==> src/rtl/plot_arbiter_if.sv <==
`default_nettype none
// ----------------------------------------------------------------------------
// plot_arbiter_if : requester/plotter signal bundle for plot_arbiter
// Rev 1.0 - initial release
// ----------------------------------------------------------------------------
interface plot_arbiter_if;
  logic       req0;
  logic [7:0] x0;
  logic [6:0] y0;
  logic [1:0] sel0;
  logic       req1;
  logic [7:0] x1;
  logic [6:0] y1;
  logic [1:0] sel1;
  logic       ack0;
  logic       ack1;
  logic       gnt0;
  logic       gnt1;
  logic [7:0] x_out;
  logic [6:0] y_out;
  logic [1:0] sel_out;
  logic       enable;
  logic       busy;

  modport master (
    output req0, x0, y0, sel0, req1, x1, y1, sel1,
    input  ack0, ack1, gnt0, gnt1, x_out, y_out, sel_out, enable, busy
  );

  modport slave (
    input  req0, x0, y0, sel0, req1, x1, y1, sel1,
    output ack0, ack1, gnt0, gnt1, x_out, y_out, sel_out, enable, busy
  );
endinterface
`default_nettype wire

==> src/rtl/plot_arbiter.sv <==
`default_nettype none
// ----------------------------------------------------------------------------
// plot_arbiter : round-robin arbiter sharing the cell plotter between two ports
// Rev 1.0 - initial release
// ----------------------------------------------------------------------------
module plot_arbiter #(
  parameter int DRAW_CYCLES = 16
) (
  input  wire logic     clock,
  input  wire logic     resetn,
  plot_arbiter_if.slave bus
);

  localparam int              CW     = (DRAW_CYCLES > 1) ? $clog2(DRAW_CYCLES) : 1;
  localparam logic [CW-1:0]   c_TERM = CW'(DRAW_CYCLES - 1);

  localparam logic [1:0] S_IDLE = 2'd0;
  localparam logic [1:0] S_DRAW = 2'd1;
  localparam logic [1:0] S_DONE = 2'd2;

  logic [1:0]    r_state;
  logic [CW-1:0] r_cnt;
  logic          r_last;
  logic          r_gnt0;
  logic          r_gnt1;
  logic          r_ack0;
  logic          r_ack1;
  logic          r_en;
  logic          r_busy;
  logic [7:0]    r_x;
  logic [6:0]    r_y;
  logic [1:0]    r_sel;

  logic w_any;
  logic w_pick1;

  // r_last = 1 means port 1 was served last, so port 0 wins the next tie
  assign w_any   = bus.req0 | bus.req1;
  assign w_pick1 = bus.req1 & (~bus.req0 | ~r_last);

  always_ff @(posedge clock or negedge resetn) begin
    if (!resetn) begin
      r_state <= S_IDLE;
      r_cnt   <= '0;
      r_last  <= 1'b1;
      r_gnt0  <= 1'b0;
      r_gnt1  <= 1'b0;
      r_ack0  <= 1'b0;
      r_ack1  <= 1'b0;
      r_en    <= 1'b0;
      r_busy  <= 1'b0;
      r_x     <= '0;
      r_y     <= '0;
      r_sel   <= '0;
    end else begin
      case (r_state)
        S_IDLE: begin
          if (w_any) begin
            r_state <= S_DRAW;
            r_cnt   <= '0;
            r_gnt0  <= ~w_pick1;
            r_gnt1  <= w_pick1;
            r_en    <= 1'b1;
            r_busy  <= 1'b1;
            r_x     <= w_pick1 ? bus.x1   : bus.x0;
            r_y     <= w_pick1 ? bus.y1   : bus.y0;
            r_sel   <= w_pick1 ? bus.sel1 : bus.sel0;
          end
        end
        S_DRAW: begin
          if (r_cnt == c_TERM) begin
            r_state <= S_DONE;
            r_en    <= 1'b0;
            r_ack0  <= r_gnt0;
            r_ack1  <= r_gnt1;
          end else begin
            r_cnt <= r_cnt + CW'(1);
          end
        end
        S_DONE: begin
          r_state <= S_IDLE;
          r_ack0  <= 1'b0;
          r_ack1  <= 1'b0;
          r_gnt0  <= 1'b0;
          r_gnt1  <= 1'b0;
          r_busy  <= 1'b0;
          r_last  <= r_gnt1;
        end
        default: r_state <= S_IDLE;
      endcase
    end
  end

  assign bus.ack0    = r_ack0;
  assign bus.ack1    = r_ack1;
  assign bus.gnt0    = r_gnt0;
  assign bus.gnt1    = r_gnt1;
  assign bus.x_out   = r_x;
  assign bus.y_out   = r_y;
  assign bus.sel_out = r_sel;
  assign bus.enable  = r_en;
  assign bus.busy    = r_busy;

endmodule
`default_nettype wire

==> src/flat_wrapper.sv <==
// flat-port wrapper written by rule: the top's interface ports become plain ports
module plot_arbiter_flat 
#(
  parameter int DRAW_CYCLES = 16
)
  (clock, resetn, bus_req0, bus_x0, bus_y0, bus_sel0, bus_req1, bus_x1, bus_y1, bus_sel1, bus_ack0, bus_ack1, bus_gnt0, bus_gnt1, bus_x_out, bus_y_out, bus_sel_out, bus_enable, bus_busy);
  plot_arbiter_if bus_i ();
  input  wire logic clock;
  input  wire logic resetn;
  input wire logic [$bits(bus_i.req0)-1:0] bus_req0;
  input wire logic [$bits(bus_i.x0)-1:0] bus_x0;
  input wire logic [$bits(bus_i.y0)-1:0] bus_y0;
  input wire logic [$bits(bus_i.sel0)-1:0] bus_sel0;
  input wire logic [$bits(bus_i.req1)-1:0] bus_req1;
  input wire logic [$bits(bus_i.x1)-1:0] bus_x1;
  input wire logic [$bits(bus_i.y1)-1:0] bus_y1;
  input wire logic [$bits(bus_i.sel1)-1:0] bus_sel1;
  output wire logic [$bits(bus_i.ack0)-1:0] bus_ack0;
  output wire logic [$bits(bus_i.ack1)-1:0] bus_ack1;
  output wire logic [$bits(bus_i.gnt0)-1:0] bus_gnt0;
  output wire logic [$bits(bus_i.gnt1)-1:0] bus_gnt1;
  output wire logic [$bits(bus_i.x_out)-1:0] bus_x_out;
  output wire logic [$bits(bus_i.y_out)-1:0] bus_y_out;
  output wire logic [$bits(bus_i.sel_out)-1:0] bus_sel_out;
  output wire logic [$bits(bus_i.enable)-1:0] bus_enable;
  output wire logic [$bits(bus_i.busy)-1:0] bus_busy;
  assign bus_i.req0 = bus_req0;
  assign bus_i.x0 = bus_x0;
  assign bus_i.y0 = bus_y0;
  assign bus_i.sel0 = bus_sel0;
  assign bus_i.req1 = bus_req1;
  assign bus_i.x1 = bus_x1;
  assign bus_i.y1 = bus_y1;
  assign bus_i.sel1 = bus_sel1;
  assign bus_ack0 = bus_i.ack0;
  assign bus_ack1 = bus_i.ack1;
  assign bus_gnt0 = bus_i.gnt0;
  assign bus_gnt1 = bus_i.gnt1;
  assign bus_x_out = bus_i.x_out;
  assign bus_y_out = bus_i.y_out;
  assign bus_sel_out = bus_i.sel_out;
  assign bus_enable = bus_i.enable;
  assign bus_busy = bus_i.busy;
  plot_arbiter #(.DRAW_CYCLES(DRAW_CYCLES)) u_core (.clock(clock), .resetn(resetn), .bus(bus_i));
endmodule
==> config.mk <==
export PLATFORM = sky130hd
export DESIGN_NAME = plot_arbiter_flat
export DESIGN_NICKNAME = d
export VERILOG_FILES = /design/src/rtl/plot_arbiter_if.sv /design/src/rtl/plot_arbiter.sv /design/src/flat_wrapper.sv
export SDC_FILE = /design/constraint.sdc
export NUM_CORES = 1
export LEC_CHECK = 0
export BUFFER_PORTS_ARGS = -buffer_cell sky130_fd_sc_hd__buf_2
export CORE_ASPECT_RATIO = 0.9
export CORE_MARGIN = 2
export CORE_UTILIZATION = 45
export DETAILED_ROUTE_END_ITERATION = 8
export PLACE_DENSITY_LB_ADDON = 0.3
export SETUP_SLACK_MARGIN = 0.05
export SLEW_MARGIN = 10
export SYNTH_ARGS = -nofsm -noshare
export SYNTH_HDL_FRONTEND = slang
export SYNTH_SLANG_ARGS = --single-unit
==> constraint.sdc <==
create_clock -name clock -period 2.93 [get_ports clock]
set_input_delay 0.7325 -clock clock [delete_from_list [all_inputs] [get_ports clock]]
set_output_delay 0.7325 -clock clock [all_outputs]
set_load 0.1 [all_outputs]
Word-level counts from Yosys, hierarchy flattened
Index checks and enable logic that the tools add are counted.
{"block": "word_totals", "reg_bits": 30, "latch_bits": 0, "ramBits": 0, "rom_bits": 0, "in_bits": 38, "wordCells": 56, "mem_count": 0}
{"block": "classes", "n_addsub": 1, "multipliers": 0, "div": 0, "order_cmp": 0, "n_eq_ne": 6, "shifts": 0, "muxes": 21, "bitwise_logic": 6, "reduce_logical": 10}
{"operator": "one-hot mux 1 bit (2 select lines)", "count": 6}
{"operator": "two-way mux 4 bit", "count": 2}
{"operator": "two-way mux 8 bit", "count": 1}
{"operator": "one-hot mux 4 bit (2 select lines)", "count": 1}
{"operator": "AND reduction 2 bit", "count": 4}
{"operator": "two-way mux 7 bit", "count": 1}
{"operator": "two-way mux 1 bit", "count": 6}
{"operator": "two-way mux 2 bit", "count": 3}
{"operator": "AND reduction 3 bit", "count": 2}
{"operator": "nonzero test 2 bit", "count": 3}
{"operator": "adder 4 x 1 -> 4 bit (second input constant)", "count": 1}
{"operator": "== test 4 bit (second input constant)", "count": 1}
{"operator": "!= test 2 x 1 -> 1 bit (second input constant)", "count": 2}
{"operator": "one-hot mux 2 bit (2 select lines)", "count": 1}
{"operator": "inverter 1 bit", "count": 3}
{"operator": "== test 2 x 1 -> 1 bit (second input constant)", "count": 1}
{"operator": "== test 2 bit (second input constant)", "count": 1}
{"operator": "zero test 2 bit", "count": 1}
{"operator": "!= test 2 bit (second input constant)", "count": 1}
{"operator": "OR 1 bit", "count": 2}
{"operator": "bitwise AND 1 bit", "count": 1}

Logic depth before layout (Yosys ltp)
Gate-level depths: netlist of run 1.
{"block": "depth", "ltp_word": 6, "ltp_mapped": 6, "depth_no_buf": 4}

Worst setup path after synthesis of run 1
No wires, ideal clock.
{"block": "synth_path", "path_type": "input port to flip-flop", "from": "in bus_req1", "to": "reg u_core.r_sel[0], in the netlist u_core.bus.sel_out[0]", "setup_ns": 0.126, "arrival_time_ns": 1.570, "required_ns": 2.804, "setup_slack_ns": 1.234, "stages": 5, "n_path_buf": 2, "cell_sequence": "nand2b_1 > and3_1 > buf_2 > buf_2 > a221o_1"}
{"block": "synth_between", "elab_chain_len": 2}
{"element": "start: declaration", "line": "flat_wrapper.sv:14", "source": "input wire logic [$bits(bus_i.req1)-1:0] bus_req1;"}
{"element": "bitwise AND 1 bit / OR 1 bit (equally long branches)", "line": "plot_arbiter.sv:39, plot_arbiter.sv:38"}
{"element": "two-way mux 2 bit / AND reduction 2 bit (equally long branches)"}
{"element": "end signal: assignment", "line": "plot_arbiter.sv:67", "source": "r_sel <= w_pick1 ? bus.sel1 : bus.sel0;"}
{"element": "end: declaration", "line": "plot_arbiter.sv:32", "source": "logic [1:0] r_sel;"}
Several ways; a longest one is shown, not always the timed one.
A chain may end at the register's enable or synchronous reset.

Final worst setup path of run 1
{"block": "layout_path", "from": "reg u_core.r_gnt1, in the netlist u_core.bus.gnt1", "to": "out bus_gnt1"}
{"element": "start: declaration", "line": "plot_arbiter.sv:25", "source": "logic r_gnt1;"}
{"element": "start signal: assignment", "line": "plot_arbiter.sv:62", "source": "r_gnt1 <= w_pick1;"}
{"element": "end: declaration", "line": "flat_wrapper.sv:21", "source": "output wire logic [$bits(bus_i.gnt1)-1:0] bus_gnt1;"}
No word-level cell between the ends.

==> results.md, run 1 <==
* Run status: finished clean
* Post-layout net count at around 210
* Synth Warn # at 0
* Maximum number of buffers from clock root to sink at 2
* Count of inserted antenna diode cells at 0
* Number of vias per cell after detailed routing at 5.49
* Element type at the critical path start: flip-flop
* Share of the cycle needed by the critical path after routing at about two thirds
* Worst-Margin Slew at 0.671 ns
* Via count of the first global-routing pass at between 1k and 1.5k
* Clock transition at the register clock pins on the worst setup and hold paths after CTS at 0.09 ns
* Post-Layout Inst Area at 1720 um^2
* Largest stage delay on the critical path at 0.45 ns
* Number of violations of the max-capacitance limit at 0
* Die Span X at between 60 and 70 um
* Worst endpoint data arrival time at 1.19 ns
* Tightest Hold Check Type: primary input to async pin
* Num CTS Buffers at 5
* Normalized max-slew margin at between 50 and 60%
* Area growth syn-to-layout at 26.3%
* CTS H-tree depth at 2
* Buffers added on ports at 60
* Sequential element share of the synthesized area at 55.1%
* Average routed wire per standard cell at approximately 15 um
* Worst path slowest cell: buf_2
* CTS resizes at 0
* Final hold viol count at 0
* Min Tclk post-route at 1.92 ns
* Cells after Synth at 115
* Sequence of cells on the critical path: buf_2
* Max Transition Viols Final at 0
* Cell area after synthesis at 1360 um^2
* GRT Resource Usage Total at 20.6%
* Drt initial violations at 79
* Worst setup margin at 1.01 ns
* Maximum fanout along the worst path at 4
* Routability congestion estimate at 0.883
* Count of unique library cells instantiated by Yosys at 25
* Half-perimeter wire length after detailed placement at 2.41 mm
* Total setup violations reported at the end of the flow at 0
* Clock Latency Late Sink at 0.32 ns
* Register-to-register setup slack at between 1 and 1.5 ns
* DRC viols at 0
* Total negative setup slack at 0 ns
* Initial Utilization at approximately half
* Die extent in y at 56.2 um
* Final Skew at 0.00329 ns
* Num rows at 18
* Total of flip-flops plus latches after synthesis at 30
* First-pass GRT wire length at about 5.3 mm
* Type of destination of the critical path: primary output
* Hold-fix buffers, CTS at 0
* Die Outline Area at 3490 um^2
* Total buffers and inverters traversed by the critical path at 1
* Wire length after detailed routing at 3.34 mm
* Initial antenna violation count at 0
* Maximum clock frequency at between 0.5 and 0.6 GHz
* Number of antenna-violating nets in the routed design at 0
* RSZ-0062 raised after global routing: false
* Cell area after placement at 1660 um^2
* CTS tree: built
* DRT Pass-1 Iters at 4
* Worst Setup Path Type: flip-flop to primary output
* Core area at 2820 um^2
* CTS sink cnt at 30
* Non-filler cells in the finished layout at 216
* Number of setup buffers added after CTS at 0
* Root Buffer Master: clkbuf_4
* I/O pin total at just over 60
* Req. time, crit path at roughly 2.2 ns
* Syn nets at 154
* Post-placement cell count at 208
* Number of vias after detailed routing at about 1.2k
* Ratio of cells with drive above 1 in the final layout at 40.9%
* Average footprint of a synthesized cell at 11.9 um^2
* Worst slack after detailed placement at 1.02 ns
* Gate family responsible for the most delay along the worst path: buffers and inverters
* GR Overflow Total at 0
* Pin count of the biggest net entering global routing at 31
==> state kept, by name (all words and copies together), names as in the netlist <==
register and count:
u_core.bus.sel_out 2, u_core.r_last 1, u_core.bus.enable 1, u_core.bus.gnt0 1, u_core.bus.ack1 1, u_core.r_cnt 4, u_core.r_state 2, u_core.bus.busy 1
u_core.bus.ack0 1, u_core.bus.x_out 8, u_core.bus.gnt1 1, u_core.bus.y_out 7
==> placed cells by master (no fill, tap or decap), drive strengths merged <==
master | synthesis | routed
mux2 | 1 | 1
buf | 8 | 61
a21boi | 17 | 17
a31o | 2 | 2
and2b | 1 | 1
clkbuf | 0 | 7
and3 | 3 | 3
ha | 1 | 1
nand3 | 5 | 5
dfstp | 1 | 1
o21ai | 3 | 3
o221ai | 2 | 2
clkinv | 0 | 1
nor2 | 3 | 3
dfrtp | 29 | 29
nand2b | 3 | 3
nand2 | 10 | 10
mux2i | 1 | 1
xnor2 | 1 | 1
inv | 2 | 2
or3 | 1 | 1
a221o | 17 | 17
o22ai | 2 | 2
or2 | 2 | 2
==> per-stage QoR <==
stage / hold slack [ns] / util [%]
finish: 0.440 / 61.2
CTS: 0.454 / 61.2
floorplan: 0.437 / -
global placement: 0.464 / 59.1
global route: 0.464 / 61.2
detailed placement: 0.475 / 59.1
==> synth_stat cells (all sizes together) <==
| library cell | number | area [um^2] |
|---|---|---|
| dfrtp | 29 | 726 |
| a21boi | 17 | 128 |
| a221o | 17 | 170 |
| nand2 | 10 | 37.5 |
| buf | 8 | 58.8 |
| nand3 | 5 | 25.0 |
| and3 | 3 | 23.8 |
| nand2b | 3 | 18.8 |
| nor2 | 3 | 11.3 |
| o21ai | 3 | 15.0 |
| a31o | 2 | 17.5 |
| inv | 2 | 7.51 |
| o221ai | 2 | 17.5 |
| o22ai | 2 | 12.5 |
| or2 | 2 | 12.5 |
| and2b | 1 | 7.51 |
| dfstp | 1 | 26.3 |
| ha | 1 | 12.5 |
| mux2 | 1 | 11.3 |
| mux2i | 1 | 10.0 |
| or3 | 1 | 6.26 |
| xnor2 | 1 | 8.76 |
==> final timing paths <==
check | to | startpoint | cells after the start
max | bus_gnt1 | u_core.bus.gnt1 | 1
min | u_core.bus.y_out[4] | resetn | 1
max reg2reg | u_core.bus.y_out[5] | u_core.r_last | 3
min reg2reg | u_core.bus.busy | u_core.bus.busy | 2
max in group asynchronous | u_core.r_cnt[3] | resetn | 1
min in group clock | u_core.bus.busy | u_core.bus.busy | 2
==> logic make-up (layout without fill, tap and decap cells) <==
kind of cell | Yosys count | after routing | synth area share (%)
fa+ha+maj | 1 | 1 | 0.917
compound gates | 43 | 43 | 26.4
xor+xnor | 1 | 1 | 0.642
flops | 30 | 30 | 55.1
mux | 2 | 2 | 1.56
buf+inv | 10 | 71 | 4.86
simple gates | 28 | 28 | 10.5
==> metal layers <==
layer  routed length, um  global-route usage, %  vias up  share of wire (%)
met2                1750                   34.7       35                 52
met3                 181                   6.51        4                5.4
met4                  28                   6.99        0               0.84
met1                1380                   24.1      592                 41
li1                    -                      -      555                  -
met5                   0                      0        -                  0
==> cell type report <==
cell class | count | area [um^2]
fill | 245 | 1090
sequential | 30 | 752
multi-input combinational | 75 | 546
timing repair buffer | 61 | 308
clock buffer | 7 | 55.1
tap | 40 | 50.0
inverter | 2 | 7.51
clock inverter | 1 | 5.00
Power of run 1 is left out: the tool's default activity adds up to more than one toggle a clock period on the data nets, which glitch-free logic cannot reach.
==> run 2, diff against run 1 <==
--- a/config.mk
+++ b/config.mk
@@ -5,6 +5,7 @@
 export SDC_FILE = /design/constraint.sdc
 export NUM_CORES = 1
 export LEC_CHECK = 0
+export ABC_AREA = 1
 export BUFFER_PORTS_ARGS = -buffer_cell sky130_fd_sc_hd__buf_2
 export CORE_ASPECT_RATIO = 0.9
 export CORE_MARGIN = 2
==> constraint.sdc (replaced) <==
create_clock -name clock -period 2 [get_ports clock]
set_input_delay 0.5 -clock clock [delete_from_list [all_inputs] [get_ports clock]]
set_output_delay 0.5 -clock clock [all_outputs]
set_load 0.1 [all_outputs]
==> run 2 against run 1 <==
Synthesized cell count rose by 72%. Setup slack got worse by 0.65 ns. Critical path depth did not move. Clock skew rose by 0.011 ns. Global-route usage fell by 1.0 points. First-iteration DRC count fell by 46%. Worst hold slack got worse by 0.23 ns. Non-clock buffer count did not move. Clock-buffer cell count did not move. Largest cell class unchanged. Highest routed layer unchanged.
==> results.md, run 2 <==
* Run status: finished clean
* Min Tclk post-route at 1.65 ns
* Worst Setup Path Type: flip-flop to primary output
* Async SR Flop Fraction at 100% (unchanged)
* DRC viols at 0 (unchanged)
* Count of unique library cells instantiated by Yosys at 18 (-28%)
* Critical R2R Capture: u_core.bus.y_out[2]
* Final hold viol count at 0 (unchanged)
* Worst path slowest cell: buf_2
* Total setup violations reported at the end of the flow at 0 (unchanged)
* Sequential element share of the synthesized area at 50.7% (-4.4 points)
* Worst-Margin Slew at 0.638 ns (-0.0325 ns)
* Most common cell after layout, fill and taps aside: nand2_1
* Number of synthesized flops with an enable pin at 0 (unchanged)
* Cell area after synthesis at 1480 um^2 (+8.7%)
* Clock transition at the register clock pins on the worst setup and hold paths after CTS at 0.09 ns (about the same)
* Syn nets at 237 (+54%)
* Die Outline Area at 3770 um^2 (+8.1%)
* Number of cell instances on the worst register-to-register path at 5 (+2)
* Sequence of cells on the critical path: buf_2
* Number of antenna-violating nets in the routed design at 0 (unchanged)
* CTS resizes at 0 (unchanged)
* Total of flip-flops plus latches after synthesis at 30 (unchanged)
* Die extent in y at 58.5 um (+4.0%)
* Worst endpoint data arrival time at 1.15 ns (-0.04 ns)
* Count leader, synth: nand2_1
* Buffers added on ports at 60 (unchanged)
* CTS sink cnt at 30 (unchanged)
* GRT Resource Usage Total at 19.6% (-1.0 points)
* Ratio of cells with drive above 1 in the final layout at 29.2% (-12 points)
* Die Span X at 64.5 um (+4.0%)
* Layout Utilization at 59.8% (-1.4 points)
* Gate family responsible for the most delay along the worst path: buffers and inverters
* Count of inserted antenna diode cells at 0 (unchanged)
* Average footprint of a synthesized cell at 7.49 um^2 (-37%)
* Routability congestion estimate at 0.746 (-16%)
* Register-to-register setup slack at 0.70 ns (-0.65 ns)
* Maximum clock frequency at 0.608 GHz
* Final Skew at 0.0142 ns (+0.0109 ns)
* Half-perimeter wire length after detailed placement at 2.42 mm (about the same)
* Tightest Hold Check Type: primary input to async pin
* Commonest cells after routing, fill and taps aside: 111 x nand2_1, 60 x buf_2, 29 x dfrtp_1, 28 x nand3_1, 6 x inv_1
* I/O pin total at 61 (unchanged)
* Most instantiated cells after synthesis: 111 x nand2_1, 29 x dfrtp_1, 28 x nand3_1, 6 x inv_1, 5 x nor2_1
* First-pass GRT wire length at 5.73 mm (+7.6%)
* Main flop type after synthesis: dfrtp_1
* Initial antenna violation count at 0 (unchanged)
* Number of setup buffers added after CTS at 0 (unchanged)
* Drt initial violations at 43 (-46%)
* Maximum fanout along the worst path at 4 (unchanged)
* Final-layout worst hold slack at 0.206 ns (-0.234 ns)
* Root Buffer Master: clkbuf_4
* CTS tree: built
* Number of violations of the max-capacitance limit at 0 (unchanged)
* Element type at the critical path start: flip-flop
* RR Startpoint: u_core.r_state[1]
* Initial Utilization at 48.0% (-0.47 points)
* Num CTS Buffers at 5 (unchanged)
* Area growth syn-to-layout at 24.6%
* Via count of the first global-routing pass at 1369 (+15%)
* Post-layout net count at 298 (+39%)
* Maximum number of buffers from clock root to sink at 2 (unchanged)
* Post-placement cell count at 294 (+41%)
* Core area at 3090 um^2 (+9.8%)
* Normalized max-slew margin at 57.4% (+2.2 points)
* Max reg flops at 8 (unchanged)
* Cells after Synth at 198 (+72%)
* Pin count of the biggest net entering global routing at 31 (unchanged)
* Area leader, netlist: dfrtp_1
* Largest stage delay on the critical path at 0.45 ns (about the same)
* Number of vias after detailed routing at 1379 (+16%)
* Number of vias per cell after detailed routing at 4.57 (-17%)
* Req. time, crit path at 1.50 ns (-0.70 ns)
* Type of destination of the critical path: primary output
* Synth Warn # at 0 (unchanged)
* Total buffers and inverters traversed by the critical path at 1 (unchanged)
* DRT Pass-1 Iters at 4 (unchanged)
* Wire length after detailed routing at 3.26 mm (-2.5%)
* Clock Latency Late Sink at 0.31 ns (about the same)
* Hold-fix buffers, CTS at 0 (unchanged)
* GR Overflow Total at 0 (unchanged)
* Total negative setup slack at 0 ns (unchanged)
* Synth area leaders: dfrtp_1 49%, nand2_1 28%, nand3_1 9.5%
* Area share of the largest cell type after synthesis at 48.9% (-4.3 points)
* RSZ-0062 raised after global routing: false
* Share of the cycle needed by the critical path after routing at 82.3%
* Average routed wire per standard cell at 10.8 um (-30%)
* Crit path from: u_core.bus.gnt1
* Max Transition Viols Final at 0 (unchanged)
* CTS H-tree depth at 2 (unchanged)
* Num rows at 19 (+1)
* Non-filler cells in the finished layout at 302 (+40%)
run 2: cells by family after synthesis:
| group | after synthesis | synth area share, % |
|---|---|---|
| buffers and inverters | 15 | 5.91 |
| and+or+nand+nor | 151 | 42.2 |
| AOI/OAI and AO/OA | 1 | 0.337 |
| DFF | 30 | 50.7 |
| adders and majority gates | 1 | 0.844 |
run 2: worst register-to-register path: cells and delay by family (launching register included):
kind / cells / cell delay [ns]
buffers and inverters: 1 / 0.23
AND/OR/NAND/NOR: 4 / 0.59
flip-flops: 1 / 0.41
run 2: how the worst max path moves through the flow:
stage | slack, ns | depth (start not counted) | to
after floorplan | 0.57 | 0 | bus_gnt1
after global placement | 0.45 | 7 | u_core.bus.y_out[2]
after detailed placement | 0.42 | 7 | u_core.bus.y_out[2]
after CTS | 0.33 | 1 | bus_gnt1
after global routing | 0.29 | 1 | bus_gnt1
final | 0.35 | 1 | bus_gnt1
run 2: layout make-up:
class / count / area [um^2]
multi-input combinational: 153 / 643
clock buffer: 7 / 55.1
tap: 42 / 52.6
fill: 311 / 1240
timing repair buffer: 61 / 308
clock inverter: 1 / 5.00
sequential: 30 / 752
inverter: 8 / 32.5
run 2: metrics by stage:
stage,cell area (um^2),worst slack [ns]
after global placement,1790,0.446
after global routing,1850,0.293
after detailed placement,1790,0.421
after floorplan,1480,0.573
final,1850,0.354
after CTS,1850,0.334
run 2: routing by layer:
layer  wire (um)  vias up  GRT usage [%]  share of wire (%)
met4          20        0           4.56               0.61
met1        1550      599           26.2                 48
li1            -      736              -                  -
met5           0        -              0                  0
met3         199        2           6.69                6.1
met2        1480       42           31.4                 46
Power of run 2 is left out for the same reason.
==> run 3, diff against run 2 <==
--- a/config.mk
+++ b/config.mk
@@ -5,11 +5,11 @@
 export SDC_FILE = /design/constraint.sdc
 export NUM_CORES = 1
 export LEC_CHECK = 0
-export ABC_AREA = 1
+export ABC_AREA = 0
 export BUFFER_PORTS_ARGS = -buffer_cell sky130_fd_sc_hd__buf_2
 export CORE_ASPECT_RATIO = 0.9
 export CORE_MARGIN = 2
-export CORE_UTILIZATION = 45
+export CORE_UTILIZATION = 41
 export DETAILED_ROUTE_END_ITERATION = 8
 export PLACE_DENSITY_LB_ADDON = 0.3
 export SETUP_SLACK_MARGIN = 0.05
==> constraint.sdc (replaced) <==
create_clock -name clock -period 1.5 [get_ports clock]
set_input_delay 0.375 -clock clock [delete_from_list [all_inputs] [get_ports clock]]
set_output_delay 0.375 -clock clock [all_outputs]
set_load 0.1 [all_outputs]
==> run 3 against run 2 <==
Cell count decreased by 27%. Critical path depth unchanged. Clock-buffer cell count unchanged. Cell area decreased by 0.41%. Via count decreased by 13%. Worst hold slack got worse by 0.071 ns. Sequential share of layout area increased by 0.17 points. Setup slack got worse by 0.27 ns. Flip-flop and latch count unchanged. First-iteration DRC count increased by 130%. Routed wire length increased by 5.0%. Global-route usage decreased by 1.0 points. Largest cell class unchanged. Highest routed layer unchanged.
==> results.md, run 3 (synthesis results as in run 1) <==
* Fill cells at 274 (-12%)
* Normalized max-slew margin at 54.8% (-2.6 points)
* Total setup violations reported at the end of the flow at 0 (unchanged)
* Die extent in y at 58.7 um (+0.44%)
* Worst path slowest cell: buf_2
* Gate family responsible for the most delay along the worst path: buffers and inverters
* GR met2 Demand/Resource at 27.8% (-3.6 points)
* CTS sink cnt at 30 (unchanged)
* Number of vias per cell after detailed routing at 5.47 (+20%)
* Req. time, crit path at 1.12 ns (-0.38 ns)
* Worst Setup Path Type: flip-flop to primary output
* Num CTS Buffers at 5 (unchanged)
* Most common cell after layout, fill and taps aside: buf_2
* Initial Utilization at 43.8% (-4.2 points)
* Fraction of met1 tracks used by global routing at 24.8% (-1.4 points)
* Half-perimeter wire length after detailed placement at 2.34 mm (-3.1%)
* Maximum clock frequency at between 0.7 and 0.8 GHz
* Final hold viol count at 0 (unchanged)
* Element type at the critical path start: flip-flop
* Run status: finished clean
* Average routed wire per standard cell at 15.6 um (+45%)
* Final Skew at 0.00550 ns (-0.00868 ns)
* I/O pin total at 61 (unchanged)
* CTS tree: built
* Met3 Usage GRT at 6.88% (+0.19 points)
* Initial antenna violation count at 0 (unchanged)
* Maximum fanout along the worst path at 2 (-2)
* Count of inserted antenna diode cells at 0 (unchanged)
* Total buffers and inverters traversed by the critical path at 1 (unchanged)
* Drt initial violations at 100 (+130%)
* Sequence of cells on the critical path: buf_2
* Worst-Margin Slew at 0.678 ns (+0.0393 ns)
* Core area at 3110 um^2 (+0.77%)
* Post-Layout Inst Area at 1840 um^2 (-0.41%)
* Post-layout net count at 215 (-28%)
* Clock Latency Late Sink at 0.28 ns (-0.03 ns)
* Cell area after placement at 1680 um^2 (-6.0%)
* First-pass GRT wire length at 5.30 mm (-7.6%)
* Ratio of cells with drive above 1 in the final layout at 42.4% (+13 points)
* Max reg flops at 8 (unchanged)
* Largest stage delay on the critical path at 0.42 ns (-0.03 ns)
* Number of antenna-violating nets in the routed design at 0 (unchanged)
* Buffers added on ports at 60 (unchanged)
* Layout Utilization at 59.1% (-0.70 points)
* Register-to-register setup slack at 0.14 ns (-0.56 ns)
* Share of the cycle needed by the critical path after routing at between 90% and 100%
* Number of violations of the max-capacitance limit at 0 (unchanged)
* Clock transition at the register clock pins on the worst setup and hold paths after CTS at 0.06 ns (-0.03 ns)
* Die Outline Area at 3800 um^2 (+0.90%)
* Worst endpoint data arrival time at 1.04 ns (-0.11 ns)
* Worst slack after detailed placement at -0.0525 ns (-0.474 ns)
* Number of vias after detailed routing at 1198 (-13%)
* Die Span X at 64.8 um (+0.45%)
* Wire length after detailed routing at 3.42 mm (+5.0%)
* DRC viols at 0 (unchanged)
* Num rows at 19 (unchanged)
* GRT Resource Usage Total at 18.6% (-1.0 points)
* Crit path from: u_core.bus.x_out[6]
* DRT Pass-1 Iters at 5 (+1)
* Worst setup margin at 0.0859 ns (-0.268 ns)
* CTS H-tree depth at 2 (unchanged)
* Type of destination of the critical path: primary output
* Area growth syn-to-layout at 35.0%
* Maximum number of buffers from clock root to sink at 2 (unchanged)
* Max Transition Viols Final at 0 (unchanged)
* Min Tclk post-route at 1.41 ns
* Most Crowded Layer GR: met2
* Routability congestion estimate at 0.730 (-2.1%)
* RR Startpoint: u_core.r_cnt[0]
* Root Buffer Master: clkbuf_8
* Via count of the first global-routing pass at 1145 (-16%)
* RSZ-0062 raised after global routing: false
* Commonest cells after routing, fill and taps aside: 39 x buf_2, 29 x dfrtp_1, 18 x clkbuf_4, 17 x a21boi_0, 17 x a221o_1
* Tightest Hold Check Type: primary input to async pin
* Pin count of the biggest net entering global routing at 31 (unchanged)
* Hold-fix buffers, CTS at 0 (unchanged)
* GR Overflow Total at 0 (unchanged)
[run 3: cell types whose count changed in the layout (fill, tap and decap cells not counted), sizes merged, moves of 3 or more]
cell,before,now
buf,61,43
a221o,0,17
clkbuf,7,25
and3,0,4
a21boi,0,17
nand2b,0,3
nand2,115,10
nand3,28,5
inv,8,2
[run 3: path summary, 6_finish.rpt]
check / to / cells past startpoint
max in group asynchronous: u_core.bus.sel_out[1] / 1
max reg2reg: u_core.r_cnt[3] / 4
min in group clock: u_core.bus.y_out[6] / 2
min reg2reg: u_core.bus.busy / 2
min: u_core.bus.y_out[2] / 1
max: bus_x_out[6] / 1
[run 3: stage by stage]
stage,hold slack (ns),TNS [ns],instances
floorplan,0.0794,0,115
global placement,0.441,-0.00296,210
detailed placement,0.454,-0.421,210
CTS,0.153,0,218
global route,0.181,0,219
finish,0.135,0,219
[run 3: layout make-up]
class	count	area [um^2]	area share, %
clock buffer	7	86.3	4.69
clock inverter	1	5.00	0.272
inverter	2	7.51	0.408
multi-input combinational	76	564	30.7
sequential	30	752	40.9
tap	42	52.6	2.86
timing repair buffer	61	373	20.3
[run 3: per-layer routing]
| metal | up-vias | part of all wire (%) |
|---|---|---|
| met2 | 47 | 47 |
| met4 | 0 | 1.2 |
| li1 | 561 | - |
| met1 | 586 | 44 |
| met3 | 4 | 8.1 |
| met5 | - | 0 |
[run 3: repair_timing]
item,in CTS,in global routing
pin swaps,0,2
hold endpoints to repair,0,0
resized for setup,4,19
setup buffers,0,0
endpoints found under the setup margin,21,37
cloned,0,1
Power of run 3 is left out for the same reason.
